$ cat src/rtl/dragster_config_sequencer.sv
// Replays a programmable {reg_addr, reg_value} table as SPI write commands to linescanner 0,
// then optionally linescanner 1. Define DRAGSTER_READBACK_VERIFY_EN to read back and compare each write.
module dragster_config_sequencer #(
   parameter int NUM_REGS       = 8,
   parameter int GAP_CYCLES     = 16,
   parameter int TIMEOUT_CYCLES = 4096
) (
   input  logic        clk,
   input  logic        reset,
   input  logic        tbl_wr_en,
   input  logic [4:0]  tbl_addr,
   input  logic [14:0] tbl_wdata,
   input  logic        start,
   input  logic        dual,
   output logic        cmd_valid,
   input  logic        cmd_ready,
   output logic [15:0] cmd_word,
   output logic        cmd_sensor,
   input  logic        cmd_done,
   input  logic [7:0]  rsp_data,
   output logic        busy,
   output logic        done,
   output logic        error
);

   localparam int IDX_W = $clog2(NUM_REGS);
   localparam int GAP_W = (GAP_CYCLES < 2) ? 1 : $clog2(GAP_CYCLES);
   localparam int TMO_W = (TIMEOUT_CYCLES < 2) ? 1 : $clog2(TIMEOUT_CYCLES);

   typedef enum logic [2:0] {
      IDLE,
      ISSUE,
      WAIT_DONE,
      GAP,
      NEXT,
`ifdef DRAGSTER_READBACK_VERIFY_EN
      FINISH,
      V_ISSUE,
      V_WAIT
`else
      FINISH
`endif
   } state_t;

   state_t             state_q;
   logic [14:0]        tbl_q [NUM_REGS];
   logic [IDX_W-1:0]   idx_q;
   logic               sensor_q;
   logic               dual_q;
   logic [GAP_W-1:0]   gap_q;
   logic [TMO_W-1:0]   tmo_q;
   logic               cmd_valid_q;
   logic [15:0]        cmd_word_q;
   logic               cmd_sensor_q;
   logic               busy_q;
   logic               done_q;
   logic               error_q;

   logic [14:0]        entry_d;
   logic [15:0]        cmd_word_d;
   logic               issuing_d;
   logic               waiting_d;
   state_t             wait_state_d;
   state_t             after_wait_d;
   state_t             after_gap_d;
   logic               rd_bad_d;
   logic               gap_end_d;
   logic               tmo_end_d;
   logic               last_idx_d;
   logic               tbl_hit_d;

   assign cmd_valid  = cmd_valid_q;
   assign cmd_word   = cmd_word_q;
   assign cmd_sensor = cmd_sensor_q;
   assign busy       = busy_q;
   assign done       = done_q;
   assign error      = error_q;

`ifndef DRAGSTER_READBACK_VERIFY_EN
   logic unused_rsp;
   assign unused_rsp = ^rsp_data;
`endif

   // ISSUE/V_ISSUE and WAIT_DONE/V_WAIT share one handshake and one timeout path
   always_comb begin
      entry_d      = tbl_q[idx_q];
      cmd_word_d   = {1'b0, entry_d};
      issuing_d    = (state_q == ISSUE);
      waiting_d    = (state_q == WAIT_DONE);
      wait_state_d = WAIT_DONE;
      after_wait_d = GAP;
      after_gap_d  = NEXT;
      rd_bad_d     = 1'b0;
`ifdef DRAGSTER_READBACK_VERIFY_EN
      after_gap_d  = V_ISSUE;
      if (state_q == V_ISSUE) begin
         issuing_d    = 1'b1;
         cmd_word_d   = {1'b1, entry_d[14:8], 8'h00};
         wait_state_d = V_WAIT;
      end
      if (state_q == V_WAIT) begin
         waiting_d    = 1'b1;
         after_wait_d = NEXT;
         rd_bad_d     = (rsp_data != entry_d[7:0]);
      end
`endif
   end

   assign gap_end_d  = (GAP_CYCLES == 0) || (gap_q == GAP_W'(GAP_CYCLES - 1));
   assign tmo_end_d  = (tmo_q == TMO_W'(TIMEOUT_CYCLES - 1));
   assign last_idx_d = (idx_q == IDX_W'(NUM_REGS - 1));
   assign tbl_hit_d  = ({27'd0, tbl_addr} < 32'(NUM_REGS));

   // Writes only land in IDLE, so the table is frozen for a whole sequence
   always_ff @(posedge clk) begin
      if (reset) begin
         for (int i = 0; i < NUM_REGS; i++) tbl_q[i] <= '0;
      end else if (tbl_wr_en && state_q == IDLE && tbl_hit_d) begin
         tbl_q[tbl_addr[IDX_W-1:0]] <= tbl_wdata;
      end
   end

   always_ff @(posedge clk) begin
      if (reset) begin
         state_q      <= IDLE;
         idx_q        <= '0;
         sensor_q     <= 1'b0;
         dual_q       <= 1'b0;
         gap_q        <= '0;
         tmo_q        <= '0;
         cmd_valid_q  <= 1'b0;
         cmd_word_q   <= '0;
         cmd_sensor_q <= 1'b0;
         busy_q       <= 1'b0;
         done_q       <= 1'b0;
         error_q      <= 1'b0;
      end else begin
         done_q <= 1'b0;
         if (issuing_d) begin
            if (!cmd_valid_q) begin
               cmd_valid_q  <= 1'b1;
               cmd_word_q   <= cmd_word_d;
               cmd_sensor_q <= sensor_q;
            end else if (cmd_ready) begin
               cmd_valid_q <= 1'b0;
               tmo_q       <= '0;
               state_q     <= wait_state_d;
            end
         end else if (waiting_d) begin
            if (cmd_done) begin
               if (rd_bad_d) begin
                  error_q <= 1'b1;
                  busy_q  <= 1'b0;
                  state_q <= IDLE;
               end else begin
                  gap_q   <= '0;
                  state_q <= after_wait_d;
               end
            end else if (tmo_end_d) begin
               error_q <= 1'b1;
               busy_q  <= 1'b0;
               state_q <= IDLE;
            end else begin
               tmo_q <= tmo_q + 1'b1;
            end
         end else begin
            case (state_q)
               IDLE: begin
                  if (start) begin
                     dual_q   <= dual;
                     error_q  <= 1'b0;
                     idx_q    <= '0;
                     sensor_q <= 1'b0;
                     busy_q   <= 1'b1;
                     state_q  <= ISSUE;
                  end
               end
               GAP: begin
                  if (gap_end_d) state_q <= after_gap_d;
                  else           gap_q   <= gap_q + 1'b1;
               end
               NEXT: begin
                  if (!last_idx_d) begin
                     idx_q   <= idx_q + 1'b1;
                     state_q <= ISSUE;
                  end else if (!sensor_q && dual_q) begin
                     sensor_q <= 1'b1;
                     idx_q    <= '0;
                     state_q  <= ISSUE;
                  end else begin
                     state_q <= FINISH;
                  end
               end
               FINISH: begin
                  done_q  <= 1'b1;
                  busy_q  <= 1'b0;
                  state_q <= IDLE;
               end
               default: state_q <= IDLE;
            endcase
         end
      end
   end

endmodule

$ cat config.mk
export PLATFORM = sky130hd
export DESIGN_NAME = dragster_config_sequencer
export DESIGN_NICKNAME = d
export VERILOG_FILES = /design/src/rtl/dragster_config_sequencer.sv
export SDC_FILE = /design/constraint.sdc
export NUM_CORES = 1
export LEC_CHECK = 0
export CAP_MARGIN = 20
export CORE_MARGIN = 3
export CORE_UTILIZATION = 25
export DETAILED_ROUTE_END_ITERATION = 10
export SETUP_SLACK_MARGIN = 0.05
export SLEW_MARGIN = 20
export SYNTH_ARGS = -nofsm -noshare
export SYNTH_HDL_FRONTEND = slang
export SYNTH_SLANG_ARGS = --single-unit
$ cat constraint.sdc
create_clock -name clk -period 2.3 [get_ports clk]
set_input_delay 0.345 -clock clk [delete_from_list [all_inputs] [get_ports clk]]
set_output_delay 0.345 -clock clk [all_outputs]
set_load 0.005 [all_outputs]
; Yosys cells after proc, flatten, opt, wreduce, memory -nomap -nowiden
; Memories as Yosys holds them, arrays and structs flattened. A register that Yosys moved wholly into a read port is not among the register bits.
; Cells that the tools add are included.
[op_classes]
n_addsub = 3
n_lt_le_gt_ge = 1
n_eq_ne = 24
muxes = 49
bitwise = 3
n_reduce_logical = 22
[ops]
columns = operator, n
row1 = $mux 12, 6
row2 = $mux 3, 14
row3 = $reduce_and 5->1, 5
row4 = $mux 1, 20
row5 = $ne 2x2->1 const B, 9
row6 = $mux 4, 4
row7 = $mux 15, 1
row8 = $reduce_or 15->1, 1
row9 = $add 12x1->12 const B, 1
row10 = $eq 12x12->1 const B, 1
row11 = $reduce_bool 2->1, 5
row12 = $eq 3x3->1 const B, 3
row13 = $pmux 3 s3, 1
row14 = $ne 4x4->1 const B, 2
row15 = $reduce_and 4->1, 2
row16 = $eq 3x2->1 const B, 2
row17 = $ne 3x3->1 const B, 2
row18 = $pmux 3 s2, 1
row19 = $reduce_and 6->1, 1
row20 = $lt 5x4->1 const B, 1
row21 = $add 4x1->4 const B, 1
row22 = $eq 4x4->1 const B, 1
row23 = $ne 2x1->1 const B, 2
row24 = $ne 4x3->1 const B, 1
row25 = other kinds (10), 15
[word_totals]
register_bits = 29
ramBits = 120
inputBits = 35
output_inout_bits = 21
elab_cells = 114
memories = 1
[memory_table]
columns = name, words, width, read_ports, rd_ports_with_merged_regs, write_ports, line
row1 = tbl_q, 8, 15, 1, 1, 8, 46  ; logic [14:0] tbl_q [NUM_REGS];

; Depth between registers and ports, before layout
[logic_depth]
ltp_word = 8
depth_mapped = 6
mapped_depth_nobuf = 6

; Worst setup path after synthesis
; OpenSTA, ideal clock, no wires.
[synth_timing]
path_type = register to register
start = reg state_q[2]
end = mem tbl_q[4][0], enable pin
setup_time_ns = 0.331
arrival_ns = 1.561
t_required_ns = 1.969
path_slack_ns = 0.408
path_stages_with_launch = 6
path_buffers = 1
period_less_slack_ns = 1.892
cell_sequence = dfxtp_1 buf_6 nor4_4 nand2_2 nor4b_4 or2_2
[synth_rtl]
columns = element, line
row1 = from (decl), 45  ; state_t state_q;
row2 = from (signal assigned), 147  ; state_q <= wait_state_d;
row3 = from (signal assigned), 157  ; state_q <= after_wait_d;
row4 = from (signal assigned), 179  ; if (gap_end_d) state_q <= after_gap_d;
row5 = to (decl), 46

; Worst setup path after layout
[layout_timing]
start = reg tmo_q[0]
end = reg tmo_q[6]
[layout_between]
elab_chain_cells = 5
word_cells_on_any_way = 8
classes_between = add/sub: 1 / eq/ne: 2 / mux: 4 / reduce/logical: 1
[layout_rtl]
columns = element, line
row1 = from (decl), 51  ; logic [TMO_W-1:0] tmo_q;
row2 = from (signal assigned), 164  ; tmo_q <= tmo_q + 1'b1;
row3 = $add 12x1->12, 164
row4 = $mux 12, 159  ; end else if (tmo_end_d) begin
row5 = $mux 12, 150  ; if (cmd_done) begin
row6 = $mux 12, 149  ; end else if (waiting_d) begin
row7 = $mux 12, 139  ; if (issuing_d) begin
; Several ways; a longest one is shown, not always the timed one. The select of a mux whose other input is x is not followed.
; A chain may end at the register's enable or synchronous reset.

==> flow_summary.ini <==
[status]
status = complete, no violations

[global_route]
first_global_vias = 4578
grt_max_degree = 42
grt.overflow.total = 0
groute.usage.overall_pct = 10.4
grt_first_pass_wirelength_um = 26200
antenna_found_initial = 2

[cts]
cts.sinks = 164
tritoncts = yes
clock_tree.buffer_depth = 2
clock_latency_ns = 0.43
cts-resized-gates = 0
clock-root-buffer = clkbuf_16
post-cts-setup-buffers = 0
cts_max_level = 4
clk_pin_slew_ns = 0.07
cts_hold_buf = 0
cts_buffers = 17

[timing]
worst_relative_slew_slack_pct = 61.4
timing.clock.skew_ns = 0.00883
final.min_clock_period_ns = 2.03
timing.final.max_slew_violations = 0
final_hold_fails = 0
max_freq_mhz = 492
setup_repair_after_global_routing_missed_its_margin = false
totalNegativeSetupSlack_ns = 0
setup_viol = 0
worst_slew_pin_slew_ns = 0.578
post-route-period-util_pct = 88.4

[drt]
detail_routed_net_length_per_standard_cell_um = 16.5
via_per_inst = 4.47
drtAntennaViolNets = 0
drc_markers = 0
postRouteWirelength_um = 16500
firstDrtPassIters = 4
violation_count_after_the_first_detailed_route_iteration = 318
vias_after_detailed_routing = 4490

[floorplan]
die_width_um = 179
core_area_um2 = 29200
die_area_um2 = 32200
pin_count = 56
core.rowCount = 62
die-height_um = 179
initial_core_util_pct = 25.8

[synth]
synth_fp_nets = 580
synth_top_cells_by_area = edfxtp_1 (48%), dfxtp_1 (12%), and2_1 (10%)
yosysUniqueCellTypes = 58
post_synth_inst_count = 541
most_area_hungry_cell_type_in_the_yosys_netlist = edfxtp_1
ys_warn_count = 0
seq_area_frac_synth_pct = 59.7
syn_avg_cell_area_um2 = 13.9
postSynthRegisterBits = 164
yosysTopAreaCellShare_pct = 47.9
synthFlopType = edfxtp_1
synth_edf_count = 120
syn_area_um2 = 7520
synth_async_sr_flop_share_pct = 0

[critical_path]
timing.critical_path.slowest_cell_delay_ns = 0.49
critPathSlowestCell = o31ai_4
worst-endpoint-arrival_ns = 2.36
path_class = flip-flop to flip-flop
critical_path.startpoint_type = flip-flop
crit_buf_inv = 0
critPathCaptureType = flip-flop
critPathRequiredTime_ns = 2.63
cp_top_delay_family = compound AO/OA/AOI/OAI gates
critPathMaxFanout = 10
crit_path_cell_trace = ha_1, nand3_1, o31ai_4, nand2_1, a311oi_1

[job]
cap_violations = 0

[layout]
n_antenna_cell = 0
syn_to_final_growth_pct = 23.6
final_layout_size_suffix_gt1_share_pct = 20.3
layout.nets = 646

[place]
place_hpwl_um = 10800
portBuffers = 46
routabilityCongestion = 0.769

[power_and_ir_drop]
irDropWorstVdd_uv = 478
sum_of_internal_switching_and_leakage_power_mw = 6.70
power.density_nw_per_um2 = 721
p_leak_nw = 3.18

[min_path]
hp-class = flip-flop to flip-flop
[where the power goes]
part / leakage [nW] / switching [mW] / internal, mW
registers: 1.60 / 0.0488 / 3.27
clock network: 0.289 / 1.24 / 1.64
logic: 1.30 / 0.265 / 0.237
total: 3.18 / 1.56 / 5.15
[registers in the layout, indices dropped and copies added (netlist names)]
register / cells
busy: 1
cmd_sensor: 1
cmd_valid: 1
cmd_word: 15
done: 1
dual_q: 1
error: 1
gap_q: 4
idx_q: 3
sensor_q: 1
state_q: 3
tbl_q: 120
tmo_q: 12
[synthesized netlist by cell type (6+ instances only)]
master / instances
mux2i_1: 16
clkbuf_1: 19
a21oi_1: 12
o21ai_0: 7
or2_2: 8
mux4_2: 30
buf_2: 6
edfxtp_1: 120
a311oi_1: 7
a31oi_1: 6
nand2_1: 13
nand3_1: 14
and2_1: 121
o2bb2ai_2: 10
nor2_1: 18
dfxtp_1: 44
[path summary, 6_finish.rpt]
| path | startpoint | endpoint | slack, ns | cells past startpoint |
|---|---|---|---|---|
| worst min register to register | cmd_word[0] | cmd_word[0] | 0.47 | 1 |
| worst min-delay path | cmd_word[0] | cmd_word[0] | 0.47 | 1 |
| worst max register to register | tmo_q[0] | tmo_q[6] | 0.27 | 5 |
| worst max-delay path | tmo_q[0] | tmo_q[6] | 0.27 | 5 |
[per-stage QoR]
step | hold WS [ns] | instances | setup slack, ns | cell area (um2) | util, %
2_1_floorplan | 0.445 | 541 | 0.408 | 7520 | -
3_3_place_gp | 0.450 | 972 | 0.146 | 8700 | 29.8
3_5_place_dp | 0.449 | 972 | 0.150 | 8700 | 29.8
4_1_cts | 0.468 | 1004 | 0.275 | 9290 | 31.9
5_1_grt | 0.482 | 1004 | 0.133 | 9290 | 31.9
6_report | 0.466 | 1004 | 0.266 | 9290 | 31.9
[layout by cell type, fill, tap and decap left out, drive strengths merged, types with 4 or more instances in the layout]
master / synthesis / layout
inv: 4 / 11
clkdlybuf4s50: 0 / 46
o21ai: 7 / 7
and2: 121 / 121
or2: 8 / 8
nand3: 15 / 15
nor3: 7 / 7
mux4: 30 / 30
and3: 5 / 5
o2bb2ai: 15 / 15
nand3b: 4 / 4
dfxtp: 44 / 44
nor2: 18 / 18
buf: 10 / 34
clkbuf: 23 / 18
ha: 4 / 4
nand2b: 5 / 5
a31oi: 6 / 6
mux2i: 16 / 16
a311oi: 7 / 7
a41oi: 4 / 4
a21oi: 12 / 12
edfxtp: 120 / 120
nand2: 14 / 14
nor3b: 4 / 4
[area by class of cell]
class                           count  area, um2
Inverter                            4       15.0
Tap cell                          384        480
Clock inverter                     14        166
Clock buffer                       18        429
Sequential cell                   164       4490
Multi-Input combinational cell    340       2860
Fill cell                        2930      19900
Timing Repair Buffer               80        853
[logic make-up after synthesis]
group	Yosys count	synth area share, %
other	1	0.0499
DFF	164	59.7
muxes	46	11.1
adders and majority gates	4	0.666
and+or+nand+nor	222	18.7
buffers and inverters	37	2.26
xor gates and xnor gates	2	0.233
AOI/OAI and AO/OA	65	7.36
[routing by layer]
layer	share of wire [%]	GRT usage [%]	routed length (um)
met1	44	12.9	7200
met2	51	17.6	8420
met3	3.1	2.08	520
met4	2.3	4.42	383
met5	0.15	0	25
(Power assumes the default switching activity.)
